===== src/rtl/handshake_delay_full_pkg.sv =====
// Shared types for the fully registered valid/ready slice.
package handshake_delay_full_pkg;

  // Occupancy state; the encoding doubles as the beat count held.
  typedef enum logic [1:0] {
    ST_EMPTY = 2'd0,
    ST_BUSY  = 2'd1,
    ST_FULL  = 2'd2
  } state_e;

endpackage


===== src/rtl/handshake_delay_full_hs_beat_counter.sv =====
// Free-running beat counter, wraps modulo 2^CNT_WIDTH.
module hs_beat_counter #(
  parameter int CNT_WIDTH = 16
) (
  input  logic                 clk,
  input  logic                 rst_n,
  input  logic                 inc,
  output logic [CNT_WIDTH-1:0] count
);

  logic [CNT_WIDTH-1:0] count_q;

  // Count one per qualifying beat; overflow wraps silently.
  always_ff @(posedge clk or negedge rst_n) begin
    if (!rst_n) count_q <= '0;
    else if (inc) count_q <= count_q + CNT_WIDTH'(1);
  end

  assign count = count_q;

endmodule


===== src/rtl/handshake_delay_full.sv =====
// Two-entry (main + skid) valid/ready slice with every output driven from a flop.
module handshake_delay_full
  import handshake_delay_full_pkg::*;
#(
  parameter int WORD_WIDTH = 8,
  parameter int CNT_WIDTH  = 16
) (
  input  logic                  clk,
  input  logic                  rst_n,
  input  logic                  flush,
  input  logic                  up_valid,
  input  logic [WORD_WIDTH-1:0] up_data,
  output logic                  up_ready,
  output logic                  down_valid,
  output logic [WORD_WIDTH-1:0] down_data,
  input  logic                  down_ready,
  output logic [1:0]            level,
  output logic [CNT_WIDTH-1:0]  up_cnt,
  output logic [CNT_WIDTH-1:0]  down_cnt
);

  state_e                state_q, state_d;
  logic [WORD_WIDTH-1:0] main_q, main_d;
  logic [WORD_WIDTH-1:0] skid_q, skid_d;
  logic                  up_ready_q, down_valid_q;
  logic [1:0]            level_q;
  logic                  up_fire, dn_fire;

  assign up_fire = up_valid & up_ready_q;
  assign dn_fire = down_valid_q & down_ready;

  // Next-state and datapath steering; flush overrides whatever the FSM chose.
  always_comb begin
    state_d = state_q;
    main_d  = main_q;
    skid_d  = skid_q;
    unique case (state_q)
      ST_EMPTY: if (up_fire) begin
        state_d = ST_BUSY;
        main_d  = up_data;
      end
      ST_BUSY: begin
        if (up_fire && !dn_fire) begin
          state_d = ST_FULL;
          skid_d  = up_data;
        end else if (!up_fire && dn_fire) begin
          state_d = ST_EMPTY;
        end else if (up_fire && dn_fire) begin
          main_d  = up_data;
        end
      end
      ST_FULL: if (dn_fire) begin
        state_d = ST_BUSY;
        main_d  = skid_q;
      end
      default: state_d = ST_EMPTY;
    endcase
    if (flush) state_d = ST_EMPTY;
  end

  // State, buffers and handshake outputs, all decoded from next state.
  always_ff @(posedge clk or negedge rst_n) begin
    if (!rst_n) begin
      state_q      <= ST_EMPTY;
      main_q       <= '0;
      skid_q       <= '0;
      up_ready_q   <= 1'b1;
      down_valid_q <= 1'b0;
      level_q      <= 2'd0;
    end else begin
      state_q      <= state_d;
      main_q       <= main_d;
      skid_q       <= skid_d;
      up_ready_q   <= (state_d != ST_FULL);
      down_valid_q <= (state_d != ST_EMPTY);
      level_q      <= state_d;
    end
  end

  assign up_ready   = up_ready_q;
  assign down_valid = down_valid_q;
  assign down_data  = main_q;
  assign level      = level_q;

  // A beat arriving in a flush cycle is dropped, so it is not counted.
  hs_beat_counter #(.CNT_WIDTH(CNT_WIDTH)) u_up_cnt (
    .clk   (clk),
    .rst_n (rst_n),
    .inc   (up_fire & ~flush),
    .count (up_cnt)
  );

  hs_beat_counter #(.CNT_WIDTH(CNT_WIDTH)) u_down_cnt (
    .clk   (clk),
    .rst_n (rst_n),
    .inc   (dn_fire),
    .count (down_cnt)
  );

endmodule


===== config.mk =====
export PLATFORM = sky130hd
export DESIGN_NAME = handshake_delay_full
export DESIGN_NICKNAME = d
export VERILOG_FILES = /design/src/rtl/handshake_delay_full_pkg.sv /design/src/rtl/handshake_delay_full_hs_beat_counter.sv /design/src/rtl/handshake_delay_full.sv
export SDC_FILE = /design/constraint.sdc
export NUM_CORES = 1
export LEC_CHECK = 0
export ABC_AREA = 1
export CAP_MARGIN = 10
export CORE_MARGIN = 2
export CORE_UTILIZATION = 35
export DETAILED_ROUTE_END_ITERATION = 12
export GPL_TIMING_DRIVEN = 0
export PLACE_DENSITY = 0.66
export SYNTH_ARGS = -nofsm -noshare
export SYNTH_HDL_FRONTEND = slang
export SYNTH_SLANG_ARGS = --single-unit

===== constraint.sdc =====
create_clock -name clk -period 1.85 [get_ports clk]
set_input_delay 0.185 -clock clk [delete_from_list [all_inputs] [get_ports clk]]
set_output_delay 0.185 -clock clk [all_outputs]
set_load 0.05 [all_outputs]

==> results of run 1 <==
## where the power goes
part / internal (mW) / total (mW) / leakage, nW / switching (mW)
combinational: 0.523 / 1.53 / 0.901 / 1.00
sequential: 1.39 / 1.61 / 0.658 / 0.216
clock: 0.342 / 0.700 / 0.0515 / 0.357
## repair_timing
item                       4_1_cts  5_1_grt
hold endpoints to repair        25        0
hold buffers                     1        0
buffers inserted                 0        0
setup endpoints to repair        0        3
resized for setup                0        3
## routing by layer
layer,global-route usage (%),vias to the layer above,wire length [um]
met5,0,-,0
met4,3.26,0,50
met3,3.79,6,264
met2,24.1,40,2440
met1,17.7,959,2450
li1,-,1064,-
## final timing paths
| path | from | to | slack, ps | cells after the start |
|---|---|---|---|---|
| min in group clk | up_data[7] | skid_q[7] | 460 | 3 |
| setup / recovery | u_down_cnt.count[12] | down_cnt[12] | 100 | 1 |
| hold / removal | rst_n | u_up_cnt.count[7] | 420 | 2 |
| setup reg to reg | up_ready | u_up_cnt.count[15] | 380 | 7 |
| hold reg to reg | skid_q[1] | skid_q[1] | 480 | 2 |
| max in group asynchronous | rst_n | u_down_cnt.count[5] | 860 | 3 |
## stage by stage
stage | util (%) | instances | hold WS [ps]
6_report | 47.1 | 467 | 419
3_5_place_dp | 45.5 | 458 | 246
4_1_cts | 47.0 | 467 | 447
2_1_floorplan | - | 302 | -111
3_3_place_gp | 45.3 | 457 | 462
5_1_grt | 47.1 | 467 | 474
## layout by cell type, fill, tap and decap left out
master	Yosys	layout
nand3b_1	1	1
dlygate4sd3_1	0	1
buf_2	2	3
buf_6	1	1
nand2_2	5	5
ha_1	2	2
nor3_1	2	2
nor2_1	18	18
xnor2_1	8	8
clkbuf_8	0	7
nor2_2	3	3
o21ai_1	3	3
clkbuf_1	0	1
inv_1	43	43
inv_2	3	3
nand3_2	2	2
nor3_2	1	1
nand4_1	8	8
dlymetal6s2s_1	0	3
xor2_1	8	8
clkdlybuf4s50_1	0	52
dfrtp_1	51	51
o21a_1	8	8
dfstp_2	1	1
nand3_1	10	10
nor2_4	6	6
o21ai_0	19	19
o21ai_2	2	2
nand4_2	1	1
buf_12	0	1
nand2_1	94	94
## state kept, by name, summed over array words and instances, names as in the netlist
name,flops
level,2
down_data,8
up_ready,1
u_down_cnt.count,16
u_up_cnt.count,16
skid_q,8
down_valid,1
## area by class of cell
type                    instances  share of cell area (%)
plain buffers                   3                   0.632
multi-input cells             201                    31.2
well taps                      99                    3.68
clock buffers                   8                    2.98
repair buffers                 58                    17.6
flip-flops and latches         52                    38.7
inverters                      46                    5.13
## cell families (layout without fill, tap and decap cells)
family                     count (synthesis)  count (layout)  synth area share, %
AOI/OAI and AO/OA                         32              32                 7.37
xor gates and xnor gates                  16              16                 5.50
adders and majority gates                  2               2                0.982
buffers and inverters                     49             115                 7.61
DFF                                       52              52                 51.1
and+or+nand+nor                          151             151                 27.4
==> metrics.txt, run 1 <==
# TYPE chip_impl_metric gauge
chip_impl_info{name="outcome",value="complete, no violations"} 1
chip_impl_metric{name="synthesis.area",unit="mm^2"} 0.00255
chip_impl_metric{name="drt.antenna.violating_nets",unit=""} 0
chip_impl_metric{name="drt-pass1-iter-count",unit=""} 4
chip_impl_metric{name="gp_congestion",unit=""} 0.765
chip_impl_metric{name="num_antenna_cells",unit=""} 0
chip_impl_metric{name="timing.critical_path.arrival",unit="ps"} 1560
chip_impl_metric{name="floorplan.die_area",unit="mm^2"} 0.00798
chip_impl_metric{name="tritoncts_sink_count",unit=""} 52
chip_impl_metric{name="seq_area_frac_synth",unit="%"} 51.1
chip_impl_info{name="path_cells",value="clkdlybuf4s50_1"} 1
chip_impl_metric{name="dp_worst_setup_slack",unit="ps"} 137
chip_impl_info{name="commonest_cells_post_synth",value="nand2_1, dfrtp_1, inv_1, o21ai_0, nor2_1"} 1
chip_impl_info{name="min-delay-path-class",value="in -> async"} 1
chip_impl_metric{name="area_growth_syn_to_layout",unit="%"} 32.1
chip_impl_metric{name="worst_ep_required_time",unit="ps"} 1660
chip_impl_metric{name="numPortBuffers",unit=""} 56
chip_impl_info{name="ys_top_cells_by_area",value="dfrtp_1, nand2_1, inv_1"} 1
chip_impl_metric{name="timing.final.crit_period",unit="ps"} 1750
chip_impl_metric{name="grt_pass1_vias",unit=""} 1979
chip_impl_metric{name="placedInstanceArea",unit="mm^2"} 0.00325
chip_impl_metric{name="clkTransAtPathRegs",unit="ps"} 100
chip_impl_metric{name="timing.max_slew.rel_slack",unit="%"} 57.7
chip_impl_metric{name="worst-path-buf-inv",unit=""} 1
chip_impl_metric{name="drv.max_cap_violation_count",unit=""} 0
chip_impl_metric{name="synth.top_cell.area_share",unit="%"} 50.1
chip_impl_metric{name="antenna_violations_before_repair",unit=""} 0
chip_impl_info{name="most_frequently_used_cell_type_in_the_post_synthesis_netlist",value="nand2_1"} 1
chip_impl_metric{name="grt_start_max_net_pins",unit=""} 28
chip_impl_metric{name="globalRouteTotalUtil",unit="%"} 14.1
chip_impl_metric{name="report.final.hold_viol_count",unit=""} 0
chip_impl_info{name="cell_type_contributing_the_most_total_cell_area_after_synthesis",value="dfrtp_1"} 1
chip_impl_metric{name="syn_avg_cell_area",unit="um^2"} 8.44
chip_impl_metric{name="ioPinCount",unit=""} 57
chip_impl_info{name="critical_path_start_type",value="flop"} 1
chip_impl_info{name="tritoncts",value="built"} 1
chip_impl_metric{name="post_synth_edffs",unit=""} 0
chip_impl_metric{name="finish.instance_area",unit="mm^2"} 0.00336
chip_impl_metric{name="synth_cells",unit=""} 302
chip_impl_metric{name="multi_input_area",unit="mm^2"} 0.00105
chip_impl_info{name="clock_tree.root_cell",value="clkbuf_8"} 1
chip_impl_metric{name="drc",unit=""} 0
chip_impl_metric{name="num-nets-final",unit=""} 382
chip_impl_metric{name="synthArstFlopShare",unit="%"} 100
chip_impl_metric{name="core_region_area",unit="mm^2"} 0.00714
chip_impl_metric{name="clk-insertion-delay-late",unit="ps"} 300
chip_impl_metric{name="rows",unit=""} 31
chip_impl_metric{name="totalPowerFinal",unit="mW"} 3.83
chip_impl_metric{name="final_routed_wirelength",unit="mm"} 5.20
chip_impl_metric{name="layout.area.seq",unit="mm^2"} 0.00130
chip_impl_metric{name="setup_viol_count_final",unit=""} 0
chip_impl_metric{name="fmax",unit="MHz"} 572
chip_impl_metric{name="irDropWorstVdd",unit="mV"} 0.665
chip_impl_info{name="grt_setup_unrepaired",value="no"} 1
chip_impl_metric{name="numCtsBuffers",unit=""} 5
chip_impl_metric{name="layout-drive-gt1-share",unit="%"} 9.78
chip_impl_metric{name="yosys_register_bits",unit=""} 52
chip_impl_metric{name="post-route-period-util",unit="%"} 94.5
chip_impl_metric{name="worst_slew_pin_slew",unit="ps"} 635
chip_impl_info{name="dominantRegCellSynth",value="dfrtp_1"} 1
chip_impl_metric{name="leakage",unit="nW"} 1.61
chip_impl_metric{name="chip_height",unit="um"} 89.3
chip_impl_metric{name="ys_types",unit=""} 25
chip_impl_metric{name="timing.critical_path.fanout_max",unit=""} 6
chip_impl_metric{name="drt_iter0_drc",unit=""} 67
chip_impl_info{name="cp_slowest_cell",value="clkdlybuf4s50_1"} 1
chip_impl_info{name="cp-end-kind",value="output port"} 1
chip_impl_info{name="dominant_delay_contributor_by_cell_family_on_the_critical_path",value="buffers and inverters"} 1
chip_impl_metric{name="totalNegativeSetupSlack",unit="ps"} 0
chip_impl_metric{name="power_density",unit="mW/mm^2"} 1140
chip_impl_metric{name="max-clock-path-buffers",unit=""} 2
chip_impl_metric{name="avgViaCountPerCell",unit=""} 4.43
chip_impl_metric{name="floorplan.initialDensity",unit="%"} 35.7
chip_impl_metric{name="syn-num-nets",unit=""} 317
chip_impl_metric{name="maxSlewViolCount",unit=""} 0
chip_impl_metric{name="clock-skew-final",unit="ps"} 12.9
chip_impl_info{name="path_class",value="reg -> out"} 1
chip_impl_metric{name="slowest_delay",unit="ps"} 830
chip_impl_metric{name="global_route.overflow_total",unit=""} 0
chip_impl_metric{name="final_critical_path_setup_slack",unit="ps"} 103
chip_impl_metric{name="route.vias.total",unit=""} 2069
chip_impl_metric{name="cts-htree-levels",unit=""} 2
chip_impl_metric{name="chipWidth",unit="um"} 89.3
chip_impl_metric{name="yosys_synthesis_warning_count",unit=""} 0
chip_impl_metric{name="final.fill_count",unit=""} 728
chip_impl_metric{name="dp.final_hpwl",unit="mm"} 3.98
chip_impl_metric{name="route.detailed.wl_per_inst",unit="um"} 11.1
chip_impl_metric{name="grt_pass1_wl",unit="mm"} 8.80
Power figures use the tool's default switching activity.
==> inputs of run 2 (changes only) <==
--- a/config.mk
+++ b/config.mk
@@ -11,6 +11,7 @@
 export CORE_UTILIZATION = 35
 export DETAILED_ROUTE_END_ITERATION = 12
 export GPL_TIMING_DRIVEN = 0
+export MAX_ROUTING_LAYER = met4
 export PLACE_DENSITY = 0.66
 export SYNTH_ARGS = -nofsm -noshare
 export SYNTH_HDL_FRONTEND = slang
==> constraint.sdc (replaced) <==
create_clock -name clk -period 1.7 [get_ports clk]
set_input_delay 0.17 -clock clk [delete_from_list [all_inputs] [get_ports clk]]
set_output_delay 0.17 -clock clk [all_outputs]
set_load 0.05 [all_outputs]
==> run 2 against run 1 <==
Effect of this change:
- clock-buffer cell count is the same
- die area stayed put
- sequential cell count unchanged
- first-iteration DRC count fell by 7.5%
- critical path depth stayed put
- cell count unchanged
- global-route usage is 0.45 points higher
- critical path type unchanged
- highest routed layer unchanged
==> metrics.txt, run 2 (same netlist as run 1, synthesis figures left out) <==
# TYPE chip_impl_metric gauge
chip_impl_info{name="outcome",value="complete, no violations"} 1
chip_impl_metric{name="totalPowerFinal",unit="mW"} 4.08
chip_impl_metric{name="p_sw",unit="mW"} 1.71
chip_impl_metric{name="internal_power_component",unit="mW"} 2.37
chip_impl_info{name="min-delay-path-class",value="in -> async"} 1
chip_impl_metric{name="clkTransAtPathRegs",unit="ps"} 100
chip_impl_metric{name="route.detailed.wl_per_inst",unit="um"} 11.2
chip_impl_metric{name="worst_ep_required_time",unit="ps"} 1530
chip_impl_metric{name="num-nets-final",unit=""} 382
chip_impl_info{name="clock_tree.root_cell",value="clkbuf_8"} 1
chip_impl_info{name="cp_slowest_cell",value="clkdlybuf4s50_1"} 1
chip_impl_metric{name="drt.antenna.violating_nets",unit=""} 0
chip_impl_metric{name="area_growth_syn_to_layout",unit="%"} 30.8
chip_impl_metric{name="layout.area.seq",unit="mm^2"} 0.00130
chip_impl_metric{name="ioPinCount",unit=""} 57
chip_impl_metric{name="drt_iter0_drc",unit=""} 62
chip_impl_info{name="rr_endpoint",value="u_up_cnt.count[15]"} 1
chip_impl_metric{name="rows",unit=""} 31
chip_impl_metric{name="post_cts.repair.setup_buffers",unit=""} 0
chip_impl_metric{name="worst_slew_pin_slew",unit="ps"} 635
chip_impl_info{name="path_class",value="reg -> out"} 1
chip_impl_metric{name="wl_met3",unit="um"} 241
chip_impl_metric{name="timing.max_slew.rel_slack",unit="%"} 57.7
chip_impl_metric{name="multi_input_area",unit="mm^2"} 0.00105
chip_impl_metric{name="floorplan.die_area",unit="mm^2"} 0.00798
chip_impl_metric{name="layout-drive-gt1-share",unit="%"} 9.78
chip_impl_metric{name="tritoncts_sink_count",unit=""} 52
chip_impl_info{name="cp-end-kind",value="output port"} 1
chip_impl_metric{name="maxSlewViolCount",unit=""} 0
chip_impl_metric{name="drc",unit=""} 0
chip_impl_metric{name="floorplan.initialDensity",unit="%"} 35.7
chip_impl_metric{name="antenna_violations_before_repair",unit=""} 0
chip_impl_metric{name="route.vias.total",unit=""} 2071
chip_impl_metric{name="global_route.overflow_total",unit=""} 0
chip_impl_metric{name="power.share.sequential",unit="%"} 42.8
chip_impl_metric{name="numPortBuffers",unit=""} 56
chip_impl_metric{name="power_frac_comb",unit="%"} 38.5
chip_impl_metric{name="dp_worst_setup_slack",unit="ps"} 2.00
chip_impl_metric{name="clock-skew-final",unit="ps"} 12.4
chip_impl_metric{name="report.final.hold_viol_count",unit=""} 0
chip_impl_info{name="dominant_delay_contributor_by_cell_family_on_the_critical_path",value="buffers and inverters"} 1
chip_impl_info{name="top_signal_layer_used",value="met4"} 1
chip_impl_metric{name="final_critical_path_setup_slack",unit="ps"} 52.3
chip_impl_metric{name="setup_viol_count_final",unit=""} 0
chip_impl_metric{name="leakage",unit="nW"} 1.74
chip_impl_metric{name="slowest_delay",unit="ps"} 800
chip_impl_metric{name="chipWidth",unit="um"} 89.3
chip_impl_info{name="critical_path_start_type",value="flop"} 1
chip_impl_metric{name="cts-htree-levels",unit=""} 2
chip_impl_metric{name="timing.critical_path.fanout_max",unit=""} 3
chip_impl_metric{name="grt_pass1_vias",unit=""} 1988
chip_impl_metric{name="grt_start_max_net_pins",unit=""} 28
chip_impl_metric{name="timing.critical_path.arrival",unit="ps"} 1480
chip_impl_metric{name="met2RoutedLength",unit="mm"} 2.46
chip_impl_metric{name="drv.max_cap_violation_count",unit=""} 0
chip_impl_metric{name="chip_height",unit="um"} 89.3
chip_impl_metric{name="number_of_standard_cells_in_the_layout_taps_in_and_fillers_out",unit=""} 467
chip_impl_metric{name="globalRouteTotalUtil",unit="%"} 14.5
chip_impl_metric{name="worst-path-buf-inv",unit=""} 1
chip_impl_info{name="tritoncts",value="built"} 1
chip_impl_info{name="path_cells",value="clkdlybuf4s50_1"} 1
chip_impl_metric{name="core_region_area",unit="mm^2"} 0.00714
chip_impl_info{name="final_common_cell",value="nand2_1"} 1
chip_impl_metric{name="clk-insertion-delay-late",unit="ps"} 300
chip_impl_metric{name="post-route-period-util",unit="%"} 96.9
chip_impl_metric{name="swShare",unit="%"} 42.0
chip_impl_metric{name="final_routed_wirelength",unit="mm"} 5.25
chip_impl_metric{name="ff2ff_setup_slack",unit="ps"} 230
chip_impl_metric{name="drt-met1-wl",unit="mm"} 2.50
chip_impl_metric{name="num_antenna_cells",unit=""} 0
chip_impl_metric{name="max-clock-path-buffers",unit=""} 2
chip_impl_metric{name="drt-pass1-iter-count",unit=""} 4
chip_impl_info{name="r2r_start",value="up_ready"} 1
chip_impl_metric{name="dp.final_hpwl",unit="mm"} 3.98
chip_impl_metric{name="avgViaCountPerCell",unit=""} 4.43
chip_impl_metric{name="placed_cells",unit=""} 458
chip_impl_metric{name="grt_pass1_wl",unit="mm"} 8.84
chip_impl_metric{name="power_density",unit="mW/mm^2"} 1220
chip_impl_metric{name="timing.reg2reg.worst_path_depth",unit=""} 7
chip_impl_info{name="commonest_non_fill_non_tap_cells_in_the_layout",value="nand2_1, dfrtp_1, inv_1, dlygate4sd2_1, clkdlybuf4s50_1"} 1
chip_impl_metric{name="final.fill_count",unit=""} 738
chip_impl_metric{name="fmax",unit="MHz"} 607
chip_impl_metric{name="irDropWorstVdd",unit="mV"} 0.722
chip_impl_metric{name="numCtsBuffers",unit=""} 5
chip_impl_info{name="grt_setup_unrepaired",value="no"} 1
chip_impl_metric{name="p_clk_share",unit="%"} 18.6
chip_impl_metric{name="gp_congestion",unit=""} 0.776
chip_impl_metric{name="timing.final.crit_period",unit="ps"} 1650
run 2: cell count changes in the layout (fill, tap and decap cells not counted), sizes merged:
cell | previous run | this run
dlymetal6s2s | 3 | 5
dlygate4sd2 | 0 | 30
clkdlybuf4s50 | 52 | 20
run 2: metal layers:
layer / GRT usage [%] / vias to the layer above
met5: - / -
met4: 4.07 / 0
met3: 2.77 / 4
met2: 24.4 / 43
met1: 17.8 / 960
li1: - / 1064
run 2: through the flow:
step	hold WS, ps	instance area, um^2	utilization (%)	setup TNS, ps
detailed placement	231	3250	45.5	0
global route	462	3330	46.7	0
global placement	462	3230	45.3	-60640
finish	406	3330	46.7	0
CTS	432	3320	46.5	0
floorplan	-126	2550	-	0
run 2: layout make-up:
type / count / share of cell area, %
buffer: 3 / 0.638
timing repair buffer: 58 / 16.8
multi-input combinational: 201 / 31.5
sequential: 52 / 39.1
inverter: 46 / 5.18
tap: 99 / 3.72
clock buffer: 8 / 3.00
run 2: worst max path at each step:
stage,end,cells after the start,from,slack (ps)
global route,up_cnt[15],1,u_up_cnt.count[15],2
floorplan,u_down_cnt.count[10],7,u_down_cnt.count[1],100
CTS,down_cnt[5],1,u_down_cnt.count[5],1
global placement,down_data[6],1,rst_n,-1180
detailed placement,down_data[0],8,down_ready,2
finish,up_cnt[15],1,u_up_cnt.count[15],50
run 2: timing repair:
item | 4_1_cts | 5_1_grt
hold endpoints to repair | 25 | 0
gates resized for setup | 30 | 5
setup endpoints to repair | 30 | 5
hold buffers | 1 | 0
run 2: power groups by stage:
stage               logic [mW]  clock network (mW)  registers, mW
global placement          1.64                   0           1.77
floorplan                0.441                   0           2.41
finish                    1.57               0.760           1.75
detailed placement        1.68                   0           1.78
global route              1.68               0.834           1.79
CTS                       1.59               0.803           1.75
==> inputs of run 3 (changes only) <==
--- a/config.mk
+++ b/config.mk
@@ -5,14 +5,14 @@
 export SDC_FILE = /design/constraint.sdc
 export NUM_CORES = 1
 export LEC_CHECK = 0
-export ABC_AREA = 1
+export ABC_AREA = 0
 export CAP_MARGIN = 10
 export CORE_MARGIN = 2
 export CORE_UTILIZATION = 35
 export DETAILED_ROUTE_END_ITERATION = 12
 export GPL_TIMING_DRIVEN = 0
 export MAX_ROUTING_LAYER = met4
-export PLACE_DENSITY = 0.66
+export PLACE_DENSITY = 0.67
 export SYNTH_ARGS = -nofsm -noshare
 export SYNTH_HDL_FRONTEND = slang
 export SYNTH_SLANG_ARGS = --single-unit
==> run 3 against run 2 <==
Effect of this change:
- total power is 0.49% higher
- synthesized cell count is 40% lower
- hold slack worse by 28 ps
==> metrics.txt, run 3 <==
# TYPE chip_impl_metric gauge
chip_impl_metric{name="globalRouteTotalUtil",unit="%"} 13.7
chip_impl_metric{name="route.vias.total",unit=""} 1600
chip_impl_metric{name="path_length_in_cells_of_the_critical_path",unit=""} 1
chip_impl_metric{name="final_core_util",unit="%"} 49.9
chip_impl_metric{name="worst_slew_pin_slew",unit="ps"} 558
chip_impl_info{name="clock_tree.root_cell",value="clkbuf_8"} 1
chip_impl_metric{name="drt_iter0_drc",unit=""} 49
chip_impl_metric{name="report.final.hold_viol_count",unit=""} 0
chip_impl_metric{name="maxSlewViolCount",unit=""} 0
chip_impl_metric{name="clkTransAtPathRegs",unit="ps"} 90
chip_impl_metric{name="totalNegativeSetupSlack",unit="ps"} 0
chip_impl_info{name="critical_path_start_type",value="flop"} 1
chip_impl_info{name="cp-end-kind",value="output port"} 1
chip_impl_metric{name="num_antenna_cells",unit=""} 0
chip_impl_metric{name="post-route-period-util",unit="%"} 97.5
chip_impl_metric{name="layout-drive-gt1-share",unit="%"} 24.3
chip_impl_metric{name="numCtsBuffers",unit=""} 5
chip_impl_metric{name="cts-htree-levels",unit=""} 2
chip_impl_metric{name="dp.final_hpwl",unit="mm"} 3.21
chip_impl_metric{name="worst-path-buf-inv",unit=""} 1
chip_impl_info{name="commonest_non_fill_non_tap_cells_in_the_layout",value="dfrtp_1, mux2_2, dlygate4sd2_1, clkdlybuf4s50_1, xnor2_1"} 1
chip_impl_metric{name="ff2ff_setup_slack",unit="ps"} 50
chip_impl_metric{name="ioPinCount",unit=""} 57
chip_impl_metric{name="final_critical_path_setup_slack",unit="ps"} 42.6
chip_impl_info{name="most_frequently_used_cell_type_in_the_post_synthesis_netlist",value="dfrtp_1"} 1
chip_impl_info{name="final_common_cell",value="dfrtp_1"} 1
chip_impl_metric{name="slowest_delay",unit="ps"} 820
chip_impl_metric{name="global_route.overflow_total",unit=""} 0
chip_impl_metric{name="syn_avg_cell_area",unit="um^2"} 12.5
chip_impl_metric{name="max-clock-path-buffers",unit=""} 2
chip_impl_info{name="outcome",value="complete, no violations"} 1
chip_impl_metric{name="timing.critical_path.arrival",unit="ps"} 1490
chip_impl_metric{name="timing.final.crit_period",unit="ps"} 1660
chip_impl_metric{name="finish.instance_area",unit="mm^2"} 0.00315
chip_impl_metric{name="timing.critical_path.fanout_max",unit=""} 2
chip_impl_metric{name="synthArstFlopShare",unit="%"} 100
chip_impl_metric{name="post_synth_edffs",unit=""} 0
chip_impl_info{name="grt_setup_unrepaired",value="yes"} 1
chip_impl_metric{name="grt_pass1_wl",unit="mm"} 7.51
chip_impl_metric{name="syn-num-nets",unit=""} 197
chip_impl_metric{name="numPortBuffers",unit=""} 56
chip_impl_info{name="min-delay-path-class",value="in -> async"} 1
chip_impl_metric{name="final_routed_wirelength",unit="mm"} 4.44
chip_impl_metric{name="clock-skew-final",unit="ps"} 10.1
chip_impl_metric{name="placedInstanceArea",unit="mm^2"} 0.00295
chip_impl_metric{name="met2RoutedLength",unit="mm"} 2.02
chip_impl_metric{name="fmax",unit="MHz"} 603
chip_impl_metric{name="tritoncts_sink_count",unit=""} 52
chip_impl_metric{name="placed_cells",unit=""} 316
chip_impl_metric{name="number_of_standard_cells_in_the_layout_taps_in_and_fillers_out",unit=""} 328
chip_impl_metric{name="route.detailed.wl_per_inst",unit="um"} 13.5
chip_impl_metric{name="grt_start_max_net_pins",unit=""} 30
chip_impl_info{name="dominantRegCellSynth",value="dfrtp_1"} 1
chip_impl_info{name="top_signal_layer_used",value="met4"} 1
chip_impl_metric{name="floorplan.initialDensity",unit="%"} 35.9
chip_impl_metric{name="drt-pass1-iter-count",unit=""} 4
chip_impl_metric{name="synth.top_cell.area_share",unit="%"} 56.3
chip_impl_metric{name="synth_cells",unit=""} 182
chip_impl_metric{name="grt_pass1_vias",unit=""} 1584
chip_impl_metric{name="leakage",unit="nW"} 1.58
chip_impl_metric{name="drv.max_cap_violation_count",unit=""} 0
chip_impl_metric{name="dp_worst_setup_slack",unit="ps"} -271
chip_impl_metric{name="power_density",unit="mW/mm^2"} 1300
chip_impl_metric{name="ys_types",unit=""} 26
chip_impl_metric{name="irDropWorstVdd",unit="mV"} 0.913
chip_impl_info{name="path_cells",value="clkdlybuf4s50_1"} 1
chip_impl_metric{name="timing.reg2reg.worst_path_depth",unit=""} 5
chip_impl_metric{name="floorplan.die_area",unit="mm^2"} 0.00713
chip_impl_metric{name="area_growth_syn_to_layout",unit="%"} 39.1
chip_impl_metric{name="worst_hold_slack",unit="ps"} 378
chip_impl_metric{name="yosys_synthesis_warning_count",unit=""} 0
chip_impl_info{name="commonest_cells_post_synth",value="dfrtp_1, mux2_2, xnor2_1, nand3_1, xor2_1"} 1
chip_impl_metric{name="worst_ep_required_time",unit="ps"} 1530
chip_impl_info{name="dominant_delay_contributor_by_cell_family_on_the_critical_path",value="buffers and inverters"} 1
chip_impl_metric{name="setup_viol_count_final",unit=""} 0
chip_impl_metric{name="chipWidth",unit="um"} 84.5
chip_impl_metric{name="clk-insertion-delay-late",unit="ps"} 310
chip_impl_info{name="path_class",value="reg -> out"} 1
chip_impl_metric{name="avgViaCountPerCell",unit=""} 4.88
chip_impl_info{name="cp_slowest_cell",value="clkdlybuf4s50_1"} 1
chip_impl_metric{name="final.fill_count",unit=""} 611
chip_impl_metric{name="num-nets-final",unit=""} 265
chip_impl_metric{name="gp_congestion",unit=""} 0.700
chip_impl_metric{name="drt.antenna.violating_nets",unit=""} 0
chip_impl_metric{name="totalPowerFinal",unit="mW"} 4.10
chip_impl_metric{name="timing.max_slew.rel_slack",unit="%"} 62.8
chip_impl_metric{name="drt-met1-wl",unit="mm"} 2.08
chip_impl_metric{name="wl_met3",unit="um"} 292
chip_impl_info{name="setup.worst_path.start",value="level[0]"} 1
chip_impl_metric{name="chip_height",unit="um"} 84.5
chip_impl_info{name="r2r_start",value="up_ready"} 1
chip_impl_metric{name="core_region_area",unit="mm^2"} 0.00631
chip_impl_info{name="cell_type_contributing_the_most_total_cell_area_after_synthesis",value="dfrtp_1"} 1
chip_impl_metric{name="antenna_violations_before_repair",unit=""} 0
chip_impl_metric{name="synthesis.area",unit="mm^2"} 0.00227
chip_impl_info{name="tritoncts",value="built"} 1
chip_impl_metric{name="yosys_register_bits",unit=""} 52
chip_impl_info{name="rr_endpoint",value="down_data[0]"} 1
chip_impl_metric{name="seq_area_frac_synth",unit="%"} 57.5
chip_impl_metric{name="drc",unit=""} 0
chip_impl_metric{name="rows",unit=""} 29
chip_impl_info{name="ys_top_cells_by_area",value="dfrtp_1, mux2_2, xnor2_1"} 1
-- run 3: cells by family (layout without fill, tap and decap cells) --
family | after synthesis | after routing | share of synthesized area (%)
fa+ha+maj | 2 | 2 | 1.10
flops | 52 | 52 | 57.5
buf+inv | 7 | 76 | 1.27
simple gates | 58 | 58 | 13.3
mux | 26 | 26 | 12.9
compound gates | 7 | 7 | 2.32
xor+xnor | 30 | 30 | 11.6
-- run 3: metal layers --
layer / global-route usage (%) / vias up
met5: - / -
met4: 4.76 / 0
met2: 20.2 / 46
li1: - / 770
met1: 18.0 / 780
met3: 4.13 / 4
-- run 3: final cells by class --
cell class	count	area (um^2)	area share, %
inverter	5	18.8	0.595
tap	77	96.3	3.06
clock buffer	5	68.8	2.18
clock inverter	3	42.5	1.35
buffer	2	15.0	0.476
multi-input combinational	123	972	30.8
sequential	52	1320	41.8
timing repair buffer	61	622	19.7
-- run 3: what timing repair did --
item,CTS,global route
gates resized for setup,24,20
hold buffers,1,0
endpoints found under the setup margin,31,32
gates cloned,0,0
pin swaps,0,2
endpoints found under the hold margin,23,0
buffers inserted,0,3
-- run 3: where the power goes --
group / switching [mW] / internal, mW / leakage (nW) / total, mW
clock: 0.414 / 0.436 / 0.0541 / 0.850
combinational: 0.963 / 0.548 / 0.890 / 1.51
sequential: 0.219 / 1.52 / 0.637 / 1.74
-- run 3: worst max-delay path by stage --
stage          slack (ps)             endpoint
5_1_grt                -9         down_data[3]
3_5_place_dp         -270         down_data[7]
4_1_cts                 1            up_cnt[1]
3_3_place_gp        -1360  u_down_cnt.count[7]
2_1_floorplan        -120         down_data[0]
6_report               40             level[0]
